`src/rtl/div_repsub_if.sv`:
```
// Operand/result bus between the system controller and the repeated-subtraction divider.
interface div_repsub_if #(
    parameter int unsigned WIDTH = 16
);
    logic             start;
    logic [WIDTH-1:0] data_in;
    logic [WIDTH-1:0] quotient;
    logic [WIDTH-1:0] remainder;
    logic             dbz;
    logic             busy;
    logic             done;

    modport master (
        output start, data_in,
        input  quotient, remainder, dbz, busy, done
    );

    modport slave (
        input  start, data_in,
        output quotient, remainder, dbz, busy, done
    );
endinterface

```
`src/rtl/div_repsub.sv`:
```
// Sequential unsigned divider by repeated subtraction; operands arrive on one bus
// over two cycles (dividend, then divisor), results held until the next completion.
module div_repsub #(
    parameter int unsigned WIDTH = 16
) (
    input  logic         clk,
    input  logic         rst_n,
    div_repsub_if.slave  bus
);
    localparam int unsigned STATE_W = 3;

    typedef enum logic [STATE_W-1:0] {
        IDLE = 3'd0,
        LDA  = 3'd1,
        LDB  = 3'd2,
        CALC = 3'd3,
        DONE = 3'd4
    } state_t;

    state_t           state, state_d;
    logic [WIDTH-1:0] rem_w, rem_d;
    logic [WIDTH-1:0] quo_w, quo_d;
    logic [WIDTH-1:0] div_r, div_d;
    logic [WIDTH-1:0] quotient_q, quotient_d;
    logic [WIDTH-1:0] remainder_q, remainder_d;
    logic             dbz_q, dbz_d;
    logic             busy_q, busy_d;
    logic             done_q, done_d;

    // State, working registers and registered outputs.
    always_ff @(posedge clk or negedge rst_n) begin
        if (!rst_n) begin
            state       <= IDLE;
            rem_w       <= '0;
            quo_w       <= '0;
            div_r       <= '0;
            quotient_q  <= '0;
            remainder_q <= '0;
            dbz_q       <= 1'b0;
            busy_q      <= 1'b0;
            done_q      <= 1'b0;
        end else begin
            state       <= state_d;
            rem_w       <= rem_d;
            quo_w       <= quo_d;
            div_r       <= div_d;
            quotient_q  <= quotient_d;
            remainder_q <= remainder_d;
            dbz_q       <= dbz_d;
            busy_q      <= busy_d;
            done_q      <= done_d;
        end
    end

    // Next-state and datapath control.
    always_comb begin
        state_d     = state;
        rem_d       = rem_w;
        quo_d       = quo_w;
        div_d       = div_r;
        quotient_d  = quotient_q;
        remainder_d = remainder_q;
        dbz_d       = dbz_q;

        unique case (state)
            IDLE: begin
                if (bus.start) state_d = LDA;
            end
            LDA: begin
                rem_d   = bus.data_in;
                state_d = LDB;
            end
            LDB: begin
                div_d   = bus.data_in;
                quo_d   = '0;
                state_d = CALC;
            end
            CALC: begin
                if (div_r == '0) begin
                    quo_d       = '1;
                    quotient_d  = '1;
                    remainder_d = rem_w;
                    dbz_d       = 1'b1;
                    state_d     = DONE;
                end else if (rem_w >= div_r) begin
                    // Compare guards the subtract, so it never underflows.
                    rem_d = rem_w - div_r;
                    quo_d = quo_w + WIDTH'(1);
                end else begin
                    quotient_d  = quo_w;
                    remainder_d = rem_w;
                    dbz_d       = 1'b0;
                    state_d     = DONE;
                end
            end
            DONE: begin
                state_d = IDLE;
            end
            default: begin
                state_d = IDLE;
            end
        endcase

        // Registered from next state so busy/done line up exactly with the state.
        busy_d = (state_d != IDLE);
        done_d = (state_d == DONE);
    end

    assign bus.quotient  = quotient_q;
    assign bus.remainder = remainder_q;
    assign bus.dbz       = dbz_q;
    assign bus.busy      = busy_q;
    assign bus.done      = done_q;
endmodule

```
`src/flat_wrapper.sv`:
```
// flat-port wrapper written by rule: the top's interface ports become plain ports
module div_repsub_flat 
#(
    parameter int unsigned WIDTH = 16
)
  (clk, rst_n, bus_start, bus_data_in, bus_quotient, bus_remainder, bus_dbz, bus_busy, bus_done);
  div_repsub_if #(.WIDTH(WIDTH)) bus_i ();
  input  logic clk;
  input  logic rst_n;
  input wire logic [$bits(bus_i.start)-1:0] bus_start;
  input wire logic [$bits(bus_i.data_in)-1:0] bus_data_in;
  output wire logic [$bits(bus_i.quotient)-1:0] bus_quotient;
  output wire logic [$bits(bus_i.remainder)-1:0] bus_remainder;
  output wire logic [$bits(bus_i.dbz)-1:0] bus_dbz;
  output wire logic [$bits(bus_i.busy)-1:0] bus_busy;
  output wire logic [$bits(bus_i.done)-1:0] bus_done;
  assign bus_i.start = bus_start;
  assign bus_i.data_in = bus_data_in;
  assign bus_quotient = bus_i.quotient;
  assign bus_remainder = bus_i.remainder;
  assign bus_dbz = bus_i.dbz;
  assign bus_busy = bus_i.busy;
  assign bus_done = bus_i.done;
  div_repsub #(.WIDTH(WIDTH)) u_core (.clk(clk), .rst_n(rst_n), .bus(bus_i));
endmodule
```
`config.mk`:
```
export PLATFORM = sky130hd
export DESIGN_NAME = div_repsub_flat
export DESIGN_NICKNAME = d
export VERILOG_FILES = /design/src/rtl/div_repsub_if.sv /design/src/rtl/div_repsub.sv /design/src/flat_wrapper.sv
export SDC_FILE = /design/constraint.sdc
export NUM_CORES = 1
export LEC_CHECK = 0
export ABC_AREA = 1
export CORE_AREA = 3 3 96 98
export CTS_CLUSTER_SIZE = 14
export DETAILED_ROUTE_END_ITERATION = 7
export DIE_AREA = 0 0 99 101
export GPL_ROUTABILITY_DRIVEN = 0
export GPL_TIMING_DRIVEN = 0
export HOLD_SLACK_MARGIN = 0.05
export PLACE_DENSITY = 0.91
export SYNTH_ARGS = -nofsm -noshare
export SYNTH_HDL_FRONTEND = slang
export SYNTH_SLANG_ARGS = --single-unit
```
`constraint.sdc`:
```
create_clock -name clk -period 6.4 [get_ports clk]
set_input_delay 1.92 -clock clk [delete_from_list [all_inputs] [get_ports clk]]
set_output_delay 1.92 -clock clk [all_outputs]
set_load 0.05 [all_outputs]
```
==> results.sh <==
export IMPL_crit_type="reg2out"
export IMPL_synth_area_leaders="dfrtp_1, nand2_1, inv_1"
export IMPL_grt_max_degree=67
export IMPL_fmax_mhz=285
export IMPL_nets=813
export IMPL_via_per_inst=5.69
export IMPL_outcome="finished, final reports clean"
export IMPL_syn_avg_cell_area_sq_um=7.12
export IMPL_worstPathMaxFanout=2
export IMPL_design_area_sq_um=6000
export IMPL_p_per_area_nw_per_um2=585
export IMPL_stdcell_count=888
export IMPL_cts_max_path_buffers=2
export IMPL_die_area_sq_um=10000
export IMPL_ant_nets=0
export IMPL_worstPathRequired_ns=4.48
export IMPL_root_buffer="clkbuf_8"
export IMPL_leakage_nw=3.24
export IMPL_postPlaceCellArea_sq_um=5750
export IMPL_cts_sinks=86
export IMPL_area_growth_synth_to_final_pct=18.5
export IMPL_ys_seq_area_share_pct=42.5
export IMPL_yosysTopAreaCell="dfrtp_1"
export IMPL_grt_ovfl_total=0
export IMPL_p_total_mw=3.51
export IMPL_synth_main_ff_cell="dfrtp_1"
export IMPL_cp_end_kind="primary output"
export IMPL_drcViolationCount=0
export IMPL_synthTopCellsByCount="nand2_1, dfrtp_1, inv_1"
export IMPL_dp_cells=873
export IMPL_dr_pass1_iters=8
export IMPL_crit_family="buffers and inverters"
export IMPL_core_sq_um=8550
export IMPL_skew_ns=0.0128
export IMPL_synthArstFlopShare_pct=100
export IMPL_drv_slew=0
export IMPL_grt_pass1_vias=4895
export IMPL_cts_repair_resized=0
export IMPL_cp_num_buf_inv=1
export IMPL_synth_seq_cells=86
export IMPL_grt_pass1_wl_mm=22.9
export IMPL_finalSetupTns_ns=0
export IMPL_die_x_um=99
export IMPL_finalSetupViolCount=0
export IMPL_rsz0062_at_grt="no"
export IMPL_drt_iter0_drc=408
export IMPL_vias=5052
export IMPL_rows=34
export IMPL_hold_viol_final=0
export IMPL_htreeDepth=3
export IMPL_syn_num_nets=748
export IMPL_worstPathArrival_ns=1.59
export IMPL_n_antenna_cell=0
export IMPL_insertion_delay_ns=0.36
export IMPL_hold_ws_ns=0.482
export IMPL_slew_limit_headroom_pct=47.0
export IMPL_grtUsageTotal_pct=28.7
export IMPL_dp_hpwl_mm=9.91
export IMPL_numCtsBuffers=9
export IMPL_synth_cells=711
export IMPL_start_util_pct=59.2
export IMPL_ctsHoldBuffers=0
export IMPL_synth_edf_count=0
export IMPL_die_h_um=101
export IMPL_clk_pin_slew_ns=0.09
export IMPL_wirelength_mm=13.7
export IMPL_io_pins=54
export IMPL_avgRoutedWirePerCell_um=15.5
export IMPL_worstHoldPathType="reg2reg"
export IMPL_drive_gt1_share_pct=7.18
export IMPL_r2r_slack_ns=3.95
export IMPL_cp_start_kind="flop"
export IMPL_drv_cap=0
export IMPL_antenna_found_initial=0
export IMPL_worstPathCellList="clkdlybuf4s50_1"
export IMPL_peakVddDrop_v=0.000271
export IMPL_synth_warnings=0
export IMPL_syn_area_sq_um=5060
export IMPL_worstMarginPinSlew_ns=0.789
export IMPL_cts_setup_buffers=0
export IMPL_yosysMostFrequentCell="nand2_1"
export IMPL_netlist_area_leader_share_pct=42.5
export IMPL_worst_path_max_delay_cell="clkdlybuf4s50_1"
export IMPL_critical_path_max_stage_delay_ns=0.83
export IMPL_port_buffers=53
export IMPL_synthDistinctLibCells=38
export IMPL_cts_tree="yes"
export IMPL_timing_final_crit_period_ns=3.51
export IMPL_period_share_pct=54.8
## kinds of logic after synthesis
family	synth area share, %
simple gates	36.8
buf+inv	9.05
flops	42.5
compound gates	5.22
fa+ha+maj	4.60
xor+xnor	1.38
mux	0.420
## per-stage QoR
| stage | setup WS [ns] | util (%) |
|---|---|---|
| after floorplan | 3.88 | - |
| after global placement | 0.455 | 67.0 |
| after detailed placement | 3.29 | 67.3 |
| after CTS | 2.89 | 70.1 |
| after global routing | 2.86 | 70.1 |
| final | 2.89 | 70.1 |
## layer usage
layer	share of wire, %	vias up	global-route usage, %
li1	-	2353	-
met1	38	2312	35.3
met2	49	308	48.2
met3	8.8	79	6.44
met4	4.0	0	13.1
met5	0	-	0
## power by group
part	switching, mW	internal [mW]	total [mW]
Clock	0.205	0.269	0.475
Sequential	0.142	0.758	0.900
Combinational	1.44	0.693	2.14
## cells in the final DEF (no fill, tap or decap), types with 9 or more instances in the layout
cell type,count
nand2_1,267
dfrtp_1,86
inv_1,83
nor2_1,72
nand3_1,54
clkdlybuf4s50_1,52
a21oi_1,22
nand4_1,18
o21ai_0,18
ha_1,17
clkbuf_8,10
buf_2,9
## final cells by class
class                      count  area [sq um]
fill                         687          2550
multi-input combinational    515          2450
sequential                    86          2150
timing repair buffer          54           556
inverter                      89           334
clock buffer                  10           138
tap                          108           135
buffer                        21           124
clock inverter                 5           106
## worst register-to-register path, stage by stage, from the launching register on
cell and delay, ns:
dfrtp_1 0.42, ha_1 0.24, fa_1 0.43, inv_1 0.14
nand2_1 0.07, nand2_1 0.14, nand3_2 0.11, nand3_2 0.11
nand2_4 0.08, nand3_4 0.10, nand2_4 0.09, nor2_4 0.12
buf_4 0.21, nand2_1 0.07, nand2_1 0.06
## sequential cells by signal (all words and copies together) (netlist names)
register / cells
u_core.bus.busy: 1
u_core.state: 3
u_core.bus.dbz: 1
u_core.bus.quotient: 16
u_core.rem_w: 16
u_core.quo_w: 16
u_core.div_r: 16
u_core.bus.remainder: 16
u_core.bus.done: 1
## worst paths after layout
check,from,to,depth (start not counted)
max in group asynchronous,rst_n,u_core.rem_w[11]$_DFFE_PN0P_,2
setup / recovery,u_core.bus.remainder[10]$_DFFE_PN0P_,bus_remainder[10],1
setup reg to reg,u_core.div_r[0]$_DFFE_PN0N_,u_core.rem_w[12]$_DFFE_PN0P_,14
hold reg to reg,u_core.bus.remainder[12]$_DFFE_PN0P_,u_core.bus.remainder[12]$_DFFE_PN0P_,2
hold / removal,u_core.bus.remainder[12]$_DFFE_PN0P_,u_core.bus.remainder[12]$_DFFE_PN0P_,2
min in group asynchronous,rst_n,u_core.bus.remainder[1]$_DFFE_PN0P_,1
No activity file was read; power rests on OpenSTA's default activity.
